[src/rtl/packet_pkg.sv]
// packet_pkg: shared packet definitions for the packet_queue slice.
//   HDR_W_DEF / ADDR_W_DEF / DATA_W_DEF : default field widths
//   PKT_W                               : width of one stored packet word
//   pkt_t                               : packet struct at the default widths
//   pktWidth()                          : packet word width for arbitrary field widths
package packet_pkg;

  localparam int HDR_W_DEF  = 16;
  localparam int ADDR_W_DEF = 16;
  localparam int DATA_W_DEF = 32;
  localparam int PKT_W      = HDR_W_DEF + ADDR_W_DEF + DATA_W_DEF;

  typedef struct packed {
    logic [HDR_W_DEF-1:0]  header;
    logic [ADDR_W_DEF-1:0] addr;
    logic [DATA_W_DEF-1:0] data;
  } pkt_t;

  function automatic int pktWidth(input int hdrW, input int addrW, input int dataW);
    return hdrW + addrW + dataW;
  endfunction

endpackage

[src/rtl/packet_queue_mem.sv]
// packet_queue_mem: DEPTH x WIDTH register array, reset-free.
//   clock  : write clock
//   wrEn   : write strobe, wrData stored at wrAddr on the rising edge
//   rdAddr : asynchronous read address, rdData follows it combinationally
module packet_queue_mem
  import packet_pkg::*;
#(
  parameter int DEPTH = 4,
  parameter int WIDTH = PKT_W,
  localparam int AW   = $clog2(DEPTH)
) (
  input  logic             clock,
  input  logic             wrEn,
  input  logic [AW-1:0]    wrAddr,
  input  logic [WIDTH-1:0] wrData,
  input  logic [AW-1:0]    rdAddr,
  output logic [WIDTH-1:0] rdData
);

  logic [WIDTH-1:0] mem [DEPTH];

  always_ff @(posedge clock) begin
    if (wrEn) mem[wrAddr] <= wrData;
  end

  assign rdData = mem[rdAddr];

endmodule

[src/rtl/packet_queue.sv]
// packet_queue: show-ahead packet FIFO with valid/ready on both sides.
//   clock, reset_n (sync, active-low), flush (sync clear)
//   inPacket_tx_*  : producer side (valid/ready + header/addr/data)
//   outPacket_rx_* : consumer side, head entry shown while valid
//   count          : occupied entries (registered)
// With FLOW=1 an empty queue forwards the tx packet combinationally to rx.
module packet_queue
  import packet_pkg::*;
#(
  parameter int HDR_W  = HDR_W_DEF,
  parameter int ADDR_W = ADDR_W_DEF,
  parameter int DATA_W = DATA_W_DEF,
  parameter int DEPTH  = 4,
  parameter int FLOW   = 0,
  localparam int CW    = $clog2(DEPTH + 1)
) (
  input  logic              clock,
  input  logic              reset_n,
  input  logic              flush,
  input  logic              inPacket_tx_valid,
  output logic              inPacket_tx_ready,
  input  logic [HDR_W-1:0]  inPacket_tx_header,
  input  logic [ADDR_W-1:0] inPacket_tx_addr,
  input  logic [DATA_W-1:0] inPacket_tx_data,
  output logic              outPacket_rx_valid,
  input  logic              outPacket_rx_ready,
  output logic [HDR_W-1:0]  outPacket_rx_header,
  output logic [ADDR_W-1:0] outPacket_rx_addr,
  output logic [DATA_W-1:0] outPacket_rx_data,
  output logic [CW-1:0]     count
);

  localparam int AW = $clog2(DEPTH);
  localparam int PW = pktWidth(HDR_W, ADDR_W, DATA_W);

  typedef struct packed {
    logic [HDR_W-1:0]  header;
    logic [ADDR_W-1:0] addr;
    logic [DATA_W-1:0] data;
  } entryT;

  logic [AW-1:0] wrPtr, rdPtr;
  logic [CW-1:0] cnt;
  logic          full, empty, bypass, enq, deq, passThru, wrEn, rdEn;
  entryT         txPkt, memPkt, rxPkt;
  logic [PW-1:0] memRd;

  assign full  = (cnt == CW'(DEPTH));
  assign empty = (cnt == '0);

  // Ready is held low in reset; otherwise it depends only on registered occupancy.
  assign inPacket_tx_ready = reset_n & ~full;

  assign bypass = (FLOW != 0) && empty && reset_n;
  assign outPacket_rx_valid = bypass ? inPacket_tx_valid : ~empty;

  assign enq = inPacket_tx_valid & inPacket_tx_ready;
  assign deq = outPacket_rx_valid & outPacket_rx_ready;

  // A bypassed packet consumed in the same cycle never touches storage.
  assign passThru = bypass & enq & deq;
  assign wrEn     = enq & ~passThru & ~flush;
  assign rdEn     = deq & ~empty & ~flush;

  assign txPkt  = {inPacket_tx_header, inPacket_tx_addr, inPacket_tx_data};
  assign memPkt = entryT'(memRd);
  assign rxPkt  = bypass ? txPkt : memPkt;

  assign outPacket_rx_header = rxPkt.header;
  assign outPacket_rx_addr   = rxPkt.addr;
  assign outPacket_rx_data   = rxPkt.data;
  assign count               = cnt;

  packet_queue_mem #(
    .DEPTH (DEPTH),
    .WIDTH (PW)
  ) uMem (
    .clock  (clock),
    .wrEn   (wrEn),
    .wrAddr (wrPtr),
    .wrData (PW'(txPkt)),
    .rdAddr (rdPtr),
    .rdData (memRd)
  );

  always_ff @(posedge clock) begin
    if (!reset_n || flush) begin
      wrPtr <= '0;
      rdPtr <= '0;
      cnt   <= '0;
    end else begin
      if (wrEn) wrPtr <= wrPtr + AW'(1);
      if (rdEn) rdPtr <= rdPtr + AW'(1);
      if (wrEn && !rdEn)      cnt <= cnt + CW'(1);
      else if (rdEn && !wrEn) cnt <= cnt - CW'(1);
    end
  end

endmodule

[config.mk]
export PLATFORM = sky130hd
export DESIGN_NAME = packet_queue
export DESIGN_NICKNAME = d
export VERILOG_FILES = /design/src/rtl/packet_pkg.sv /design/src/rtl/packet_queue_mem.sv /design/src/rtl/packet_queue.sv
export SDC_FILE = /design/constraint.sdc
export NUM_CORES = 1
export LEC_CHECK = 0
export ABC_AREA = 1
export ABC_CLOCK_PERIOD_IN_PS = 11990
export CAP_MARGIN = 20
export CELL_PAD_IN_SITES_DETAIL_PLACEMENT = 1
export CELL_PAD_IN_SITES_GLOBAL_PLACEMENT = 2
export CORE_MARGIN = 2
export CORE_UTILIZATION = 39
export CTS_BUF_LIST = sky130_fd_sc_hd__clkbuf_8 sky130_fd_sc_hd__clkbuf_16
export CTS_CLUSTER_SIZE = 30
export DETAILED_ROUTE_END_ITERATION = 10
export PLACE_DENSITY_LB_ADDON = 0.1
export REMOVE_ABC_BUFFERS = 1
export SLEW_MARGIN = 20
export SYNTH_ARGS = -nofsm -noshare
export SYNTH_HDL_FRONTEND = slang
export SYNTH_HIERARCHICAL = 1
export SYNTH_SLANG_ARGS = --single-unit
[constraint.sdc]
create_clock -name clock -period 11.99 [get_ports clock]
set_input_delay 1.7985 -clock clock [delete_from_list [all_inputs] [get_ports clock]]
set_output_delay 1.7985 -clock clock [all_outputs]
set_load 0.01 [all_outputs]
==> summary.txt <==
Outcome
  • Result of the run: finished clean

Clocking
  • Total clock buffers created by CTS: 28
  • Worst-Skew Late Latency: 530 ps
  • Worst-path clk slew: 60 ps
  • Clock net sink count: 263
  • Maximum clock insertion buffer count: 3
  • Max H-tree Level: 1
  • Setup Buffers After CTS: 0
  • Buffer type at the clock tree root: sky130_fd_sc_hd__clkbuf_16
  • Clock tree from TritonCTS: yes
  • Hold buffers post-CTS: 0
  • Cts repair resizes: 0

Final layout
  • Final instance count without filler cells: 1600
  • Final nets: 1273
  • Fraction of layout instances using a drive strength above 1: 4.75%
  • Area growth syn-to-layout: 22.8%
  • Total non-filler cell area in the finished layout: 13700 um2
  • Total inserted antenna cells: 0

Yosys
  • Average cell area after synthesis: 10.5 um2
  • Leading area contributor after synthesis: sky130_fd_sc_hd__edfxtp_1
  • Unique masters post-synth: 23
  • Count of mapped cells out of synthesis: 1064
  • Flops & latches, synth: 263
  • Netlist area before placement: 11200 um2
  • Synth area leaders: sky130_fd_sc_hd__edfxtp_1 69%, sky130_fd_sc_hd__nand2_1 11%, sky130_fd_sc_hd__inv_1 9.1%, sky130_fd_sc_hd__nand3_1 5.9%, sky130_fd_sc_hd__dfxtp_1 1.3%
  • Sequential cell area fraction in the yosys report: 70.2%
  • Number of warnings reported in the yosys synthesis log: 6
  • Top cell type's share of synthesized area: 68.9%

STA
  • Final Skew: 6.55 ps
  • Final total negative setup slack: 0 ps
  • Minimum clock period after layout: 5170 ps
  • Fin crit share: 43.1%
  • Setup violators final: 0
  • Slew HR: 43.1%
  • Unrepaired setup endpoints after global routing: false
  • Final Hold Violating Endpoints: 0
  • Transition time at the pin with the least slew margin: 853 ps
  • Highest Clock Rate: 193 MHz
  • Final slew viol count: 0
  • Worst hold slack: 527 ps

Critical path
  • Critical path arrival: 3370 ps
  • Category of the critical setup timing path: reg2out
  • Highest fanout seen on the critical path: 70
  • Reg2Reg Setup Slack: 9720 ps
  • Kind of capture point of the worst setup path: output pin
  • Cell with the biggest individual delay on the critical path: sky130_fd_sc_hd__dfxtp_4
  • Ordered list of cells on the worst path: inv_4 -> buf_4 -> nand2_1 -> nand3_1 -> nand2_1 -> clkdlybuf4s50_1
  • Required time worst endpoint: 10190 ps
  • Worst Setup Start Kind: flop
  • Max incr delay on CP: 900 ps
  • Cell repeated most along the worst path: sky130_fd_sc_hd__nand2_1

Global route
  • Wire length of the first global-routing pass: 39600 um
  • Number of global-route vias before repair: 7609
  • Aggregate global routing overflow: 0
  • Overall track demand over capacity in global routing: 16.8%
  • Maximum number of pins on one net before global-route repair: 71
  • Initial antenna violation count: 3

Detailed routing
  • Average wire length per cell after detail routing: 15.5 um
  • Drt via density: 4.50
  • Vias after detailed routing: 7204
  • Detailed-router iteration count before antenna repair: 4
  • Remaining antenna violation count after routing: 0
  • Post-route DRC violation count: 0
  • Detailed Route WL: 24700 um
  • Iteration-0 DRC count of the detailed router: 357

Placed design
  • Placed cell area: 12900 um2
  • DP Wirelength: 14400 um
  • Port bufs: 137
  • Gp weighted congestion: 0.661
  • Cell Count Post-Placement: 1550

Power
  • Power after layout: 1.86 mW
  • Power density of the placed cells: 136 nW/um2
  • Leakage component of the power: 5.92 nW
  • Peak supply drop: 0.000104 V

Floorplan
  • Starting density of the core: 39.9%
  • Width of the chip: 173 um
  • Die Span Y: 173 um
  • CORE AREA: 27900 um2
  • Number of placement rows: 61
  • Ports placed on the boundary: 138
  • Floorplan die area: 30000 um2

Run
  • Number of maximum-capacitance constraint violations: 0

Worst hold path
  • Kind of path behind the tightest hold check: reg2reg
## layout make-up
class	instances	area [um2]
clock buffer	29	726
clock inverter	21	82.6
fill	3086	14200
inverter	272	1020
multi-input combinational	488	2090
sequential	263	7840
tap	378	473
timing repair buffer	149	1460
## power by group
group,leakage (nW),internal (mW),switching (mW),total (mW)
Combinational,3.13,0.0427,0.0401,0.0829
Clock,0.427,0.430,0.327,0.757
Sequential,2.37,1.02,0.00335,1.02
Total,5.92,1.49,0.370,1.86
## logic make-up (layout without fill, tap and decap cells)
logic type                 count (synthesis)  after routing  share of synthesized area [%]
and+or+nand+nor                          477            477                           17.9
adders and majority gates                  2              2                          0.292
buffers and inverters                    313            471                           11.2
DFF                                      263            263                           70.2
AOI/OAI and AO/OA                          9              9                          0.426
## critical path, delay by kind of cell (launching register included)
| family | cells | cell delay, ps |
|---|---|---|
| buffers and inverters | 3 | 1550 |
| flip-flops | 1 | 900 |
| AND/OR/NAND/NOR | 3 | 340 |
## cell usage after synthesis
cell type                    n
sky130_fd_sc_hd__nor2_2      2
sky130_fd_sc_hd__edfxtp_1  256
sky130_fd_sc_hd__buf_1       2
sky130_fd_sc_hd__nor2_1      5
sky130_fd_sc_hd__nand3_2     1
sky130_fd_sc_hd__nor2_4      1
sky130_fd_sc_hd__ha_1        1
sky130_fd_sc_hd__fa_1        1
sky130_fd_sc_hd__buf_4      14
sky130_fd_sc_hd__nand2_2     1
sky130_fd_sc_hd__a21oi_1     6
sky130_fd_sc_hd__dfxtp_1     7
sky130_fd_sc_hd__inv_2       2
sky130_fd_sc_hd__o21bai_1    1
sky130_fd_sc_hd__nand4_1     1
sky130_fd_sc_hd__nor3b_2     1
sky130_fd_sc_hd__inv_1     270
sky130_fd_sc_hd__nand2_1   330
sky130_fd_sc_hd__nand3_1   131
sky130_fd_sc_hd__buf_2      21
sky130_fd_sc_hd__clkbuf_1    4
sky130_fd_sc_hd__nor3_1      4
sky130_fd_sc_hd__o21ai_0     2
## stage by stage
| stage | utilization [%] | setup WS (ps) |
|---|---|---|
| final | 49.0 | 6820 |
| after global routing | 49.0 | 6490 |
| after global placement | 46.1 | 7090 |
| after floorplan | - | 4980 |
| after CTS | 49.0 | 6660 |
| after detailed placement | 46.1 | 7080 |
## routing by layer
layer  track usage, %  part of all wire (%)  up-vias  wire, um
met2             30.5                    50      128     12400
met3             3.23                   4.7       37      1160
met4             3.92                   2.0        4       483
li1                 -                     -     3593         -
met5                0                  0.11        -        27
met1             20.5                    43     3442     10700
## worst paths after layout
| check | from | end | cells after the start |
|---|---|---|---|
| min | count[1]$_SDFFE_PP0P_ | count[1]$_SDFFE_PP0P_ | 2 |
| max | rdPtr[0]$_SDFFE_PP0P_ | outPacket_rx_header[14] | 6 |
| max reg2reg | count[0]$_SDFFE_PP0P_ | uMem/mem[2][26]$_DFFE_PP_ | 7 |
| min reg2reg | count[1]$_SDFFE_PP0P_ | count[1]$_SDFFE_PP0P_ | 2 |
## flip-flops by register name, indices dropped and copies added (netlist names)
signal / flops
count: 3
uMem/mem: 256
wrPtr: 2
rdPtr: 2
## cells in the final DEF (no fill, tap or decap), types with 2 or more instances in the layout
master / count
sky130_fd_sc_hd__nand2_1: 330
sky130_fd_sc_hd__clkinv_1: 10
sky130_fd_sc_hd__dfxtp_4: 2
sky130_fd_sc_hd__dfxtp_1: 5
sky130_fd_sc_hd__clkbuf_16: 29
sky130_fd_sc_hd__a21oi_1: 6
sky130_fd_sc_hd__o21ai_0: 2
sky130_fd_sc_hd__nor2_2: 2
sky130_fd_sc_hd__buf_4: 12
sky130_fd_sc_hd__nor3_2: 4
sky130_fd_sc_hd__clkdlybuf4s50_1: 137
sky130_fd_sc_hd__nor2_1: 5
sky130_fd_sc_hd__edfxtp_1: 256
sky130_fd_sc_hd__inv_1: 278
sky130_fd_sc_hd__nand3_1: 131
sky130_fd_sc_hd__clkinv_2: 3
Power figures use the tool's default switching activity.
==> RTL change 1: new RTL, config.mk and constraints unchanged <==
`HDR_W_DEF`: 16 -> 18.
--- a/src/rtl/packet_pkg.sv
+++ b/src/rtl/packet_pkg.sv
@@ -7,3 +7,3 @@
 
-  localparam int HDR_W_DEF  = 16;
+  localparam int HDR_W_DEF  = 18;
   localparam int ADDR_W_DEF = 16;
Ports: changed (resized inPacket_tx_header and outPacket_rx_header); port bits go from 138 to 142. No check against the original RTL was run, so the function may have changed too.
==> RTL change 1 against the original RTL <==
- sequential cell count is 8 higher
- core utilization is 0.14 points higher
- area after synthesis is 3.3% higher
- power is 8.5% higher
- cell area is 3.9% higher
- setup slack worse by 0.025 ns
- wire length is 4.1% higher
- via count is 4.3% higher
- combinational power is 3.6% higher
- synthesized cell count is 3.0% higher
- register-to-register slack better by 0.04 ns
- global-route usage is 0.14 points higher
- count of clock-buffer cells in the layout is 2 higher
==> RTL change 1: results (changes against the original RTL) <==
| Metric | Value |
|---|---|
| Port bufs | 141 (+2.9%) |
| Tot Pwr | 2.02 mW (+8.5%) |
| Post-synth EDFFs | 264 (+3.1%) |
| Slew Limit Headroom | 0.351 (-0.0798) |
| P_leak | 6.15 nW (+3.9%) |
| Post-DR vias/cell | 4.56 (+1.4%) |
| Final nets | 1,312 (+3.1%) |
| Unique cell type count in the Yosys netlist | 24 (+4.3%) |
| CTS Buf Count | 31 (+11%) |
| Placed insts | 1,590 (+2.6%) |
| Clock latency at the later pin of the worst-skew pair | 0.55 ns (+0.02 ns) |
| CP arrival | 3.40 ns (+0.03 ns) |
| Power Clock | 0.882 mW (+17%) |
| Most instantiated cells after synthesis | nand2_1 (340), inv_1 (278), edfxtp_1 (264) |
| Logic pwr share | 0.043 (-0.002) |
| Post-synthesis sequential area ratio | 0.700 (-0.00163) |
| Share of layout cells above drive strength 1 | 0.0539 (+0.00642) |
| Internal Dissipation | 1.62 mW (+8.8%) |
| CP peak stage delay | 0.86 ns (-0.04 ns) |
| Clock Skews | 0.0108 ns (+0.00421 ns) |
| Ranking of synthesized cells by area | edfxtp_1 (69%), nand2_1 (11%), inv_1 (9.1%) |
| Filler instances | 3,118 (+1.0%) |
| Drt total wl | 25.8 mm (+4.1%) |
| VDD IR-drop max | 0.109 mV (+4.9%) |
| Syn Area/Cell | 10.5 um2 (+0.29%) |
| Post CTS Setup Buffer Count | 0 (unchanged) |
| CP max-delay cell | buf_4 |
| Max FO, Critical Path | 82 (+17%) |
| Largest register FFs | 264 (+3.1%) |
| Vias | 7,517 (+4.3%) |
| GRT Total Usage | 0.169 (+0.00137) |
| Vias in the first global route | 7,674 (+0.85%) |
| Final Wtd Congestion | 0.702 (+6.2%) |
| Maximum number of pins on one net before global-route repair | 83 (+17%) |
| Cell Area, Placed | 0.0133 mm2 (+2.9%) |
| First-pass GRT wire length | 40.7 mm (+2.9%) |
| DP Wirelength | 14.4 mm (-0.32%) |
| Status | completed |
==> RTL change 1: changes by cell type in the layout (fill, tap and decap cells not counted), moves of 2 or more <==
cell             delta
edfxtp_1            +8
nand2_1            +10
clkdlybuf4s50_1     +4
bufinv_16           +3
clkbuf_16           +2
inv_1               +4
clkinv_2            +4
nand3_1             +4
==> RTL change 1: worst paths after layout <==
kind | from | to | slack (ns) | depth (start not counted)
worst max-delay path | rdPtr[0]$_SDFFE_PP0P_ | outPacket_rx_data[15] | 6.79 | 6
worst min-delay path | count[0]$_SDFFE_PP0P_ | count[0]$_SDFFE_PP0P_ | 0.53 | 1
worst max register to register | count[0]$_SDFFE_PP0P_ | uMem/mem[0][35]$_DFFE_PP_ | 9.76 | 7
worst min register to register | count[0]$_SDFFE_PP0P_ | count[0]$_SDFFE_PP0P_ | 0.53 | 1
==> RTL change 1: area by class of cell <==
cell class | count | area, um2 | area share
antenna | 1 | 2.50 | 0.000176
clock buffer | 31 | 776 | 0.0545
clock inverter | 25 | 186 | 0.0131
inverter | 280 | 1050 | 0.0741
multi-input combinational | 502 | 2150 | 0.151
sequential | 271 | 8080 | 0.568
tap | 384 | 480 | 0.0338
timing repair buffer | 153 | 1500 | 0.106
==> RTL change 1: cells by family (layout without fill, tap and decap cells) <==
kind of cell    after synthesis  in the layout  synth area share
compound gates                9              9           0.00413
fa+ha+maj                     2              2           0.00282
buf+inv                     323            489             0.115
flops                       271            271             0.700
other cells                   0              1                 0
simple gates                491            491             0.178
==> RTL change 1: metal layers <==
layer,GRT usage,wire length (um),vias up
met4,0.0468,590,2
met3,0.0320,1040,49
li1,-,-,3709
met2,0.299,12700,131
met1,0.212,11400,3626
met5,0,15,-
==> RTL change 2: new RTL, same flow settings <==
Without the edit above. Register the output `count` once more; this adds one clock of latency there. The other outputs are not delayed to match. Comments in the files are not updated.
--- a/src/rtl/packet_queue.sv
+++ b/src/rtl/packet_queue.sv
@@ -71,3 +71,5 @@
   assign outPacket_rx_data   = rxPkt.data;
-  assign count               = cnt;
+  always_ff @(posedge clock) begin
+    count <= cnt;
+  end
 
Formal check against the unedited RTL: not equivalent (a bounded check fails within 4 cycles, from zero or initial values).
==> RTL change 2 against the original RTL <==
- cell area grew 1.4%
- sequential cell count grew 3
- power grew 5.9%
- area after synthesis grew 0.61%
- non-clock buffer count shrank 1
- setup slack gained 0.018 ns
- wire length grew 1.8%
==> RTL change 2: results (changes against the original RTL) <==
| Metric | Value |
|---|---|
| Share of layout cells above drive strength 1 | 0.0529 (+0.00547) |
| Max FO, Critical Path | 67 (-4.3%) |
| Most instantiated cells after synthesis | nand2_1 (329), inv_1 (268), edfxtp_1 (256) |
| Maximum number of pins on one net before global-route repair | 88 (+24%) |
| Filler instances | 3,173 (+2.8%) |
| CTS Buf Count | 30 (+7.1%) |
| Min-Delay Path Depth | 0 (-2) |
| Ranking of synthesized cells by area | edfxtp_1 (69%), nand2_1 (11%), inv_1 (9.0%) |
| VDD IR-drop max | 0.155 mV (+50%) |
| P_leak | 6.01 nW (+1.5%) |
| Yosys top cell area share | 0.685 (-0.00415) |
| DP Wirelength | 14.2 mm (-1.6%) |
| WL/cell | 15.6 um (+1.0%) |
| Post-synthesis sequential area ratio | 0.703 (+0.00113) |
| Vias in the first global route | 7,678 (+0.91%) |
| CTS resizes | 0 (unchanged) |
| Drt total wl | 25.2 mm (+1.8%) |
| First-pass GRT wire length | 40.7 mm (+2.8%) |
| Clock Skews | 0.0108 ns (+0.00425 ns) |
| Switching fraction of total power | 0.200 (+0.000826) |
| Slew Limit Headroom | 0.331 (-0.100) |
| Status | completed |
| Initial antenna violation count | 1 (-2) |
| GRT Total Usage | 0.172 (+0.00404) |
| Unique cell type count in the Yosys netlist | 24 (+4.3%) |
| Vias | 7,227 (+0.32%) |
| Final nets | 1,276 (+0.24%) |
| Placed insts | 1,557 (+0.45%) |
| Final Wtd Congestion | 0.677 (+2.5%) |
| Syn Area/Cell | 10.5 um2 (+0.42%) |
-- RTL change 2: changes by cell type after synthesis, moves of 2 or more --
cell	before	now
nand2_4	0	2
xor2_1	0	2
inv_1	270	268
dfxtp_1	7	10
-- RTL change 2: worst max-delay path, stage by stage, from the launching register on --
cell and delay [ns]:
dfxtp_4 1.00, inv_2 0.58, buf_4 0.45, nand3_1 0.15
nand2_1 0.10, clkdlybuf4s50_1 0.50
-- RTL change 2: worst paths after layout --
kind / from / slack (ns) / endpoint
setup / recovery: rdPtr[1]$_SDFFE_PP0P_ / 6.84 / outPacket_rx_data[12]
hold reg to reg: cnt[2]$_SDFFE_PP0P_ / 0.39 / count[2]$_DFF_P_
setup reg to reg: cnt[0]$_SDFFE_PP0P_ / 9.84 / uMem/mem[3][47]$_DFFE_PP_
hold / removal: cnt[2]$_SDFFE_PP0P_ / 0.39 / count[2]$_DFF_P_
-- RTL change 2: logic make-up after synthesis --
| logic type | share of synthesized area |
|---|---|
| AND/OR/NAND/NOR | 0.177 |
| buffers and inverters | 0.111 |
| flip-flops | 0.703 |
| AO/OA/AOI/OAI | 0.00413 |
| XOR/XNOR | 0.00156 |
| adder cells (fa/ha/maj) | 0.00290 |
-- RTL change 2: power by group through the flow --
stage          combinational [mW]  clock [mW]  sequential [mW]
2_1_floorplan              0.0269           0             1.05
3_3_place_gp               0.0832           0             1.05
3_5_place_dp               0.0847           0             1.05
4_1_cts                    0.0853       0.882             1.03
5_1_grt                    0.0927       0.914             1.03
6_report                   0.0836       0.856             1.03
-- RTL change 2: layout make-up --
class                   count  area (um2)  area share
clock buffers              31         776      0.0559
diodes                      1        2.50    0.000180
multi-input cells         488        2100       0.151
flip-flops and latches    266        7900       0.568
inverters                 271        1020      0.0734
well taps                 384         480      0.0346
repair buffers            148        1450       0.105
clock inverters            24         158      0.0114
-- RTL change 2: per-layer routing --
| metal | GRT usage | routed length [um] |
|---|---|---|
| met4 | 0.0350 | 388 |
| met2 | 0.312 | 12600 |
| met5 | 0 | 0 |
| met1 | 0.215 | 11200 |
| met3 | 0.0305 | 1030 |
-- RTL change 2: metrics by stage --
step	util	hold WS, ns	area (um2)	setup WS [ns]	power (mW)
after floorplan	-	0.364	11000	4.98	1.08
after global placement	0.454	0.390	13000	7.12	1.13
final	0.487	0.390	13900	6.84	1.97
after CTS	0.486	0.389	13900	6.71	2.00
after detailed placement	0.454	0.385	13000	7.11	1.14
after global routing	0.486	0.398	13900	6.58	2.04
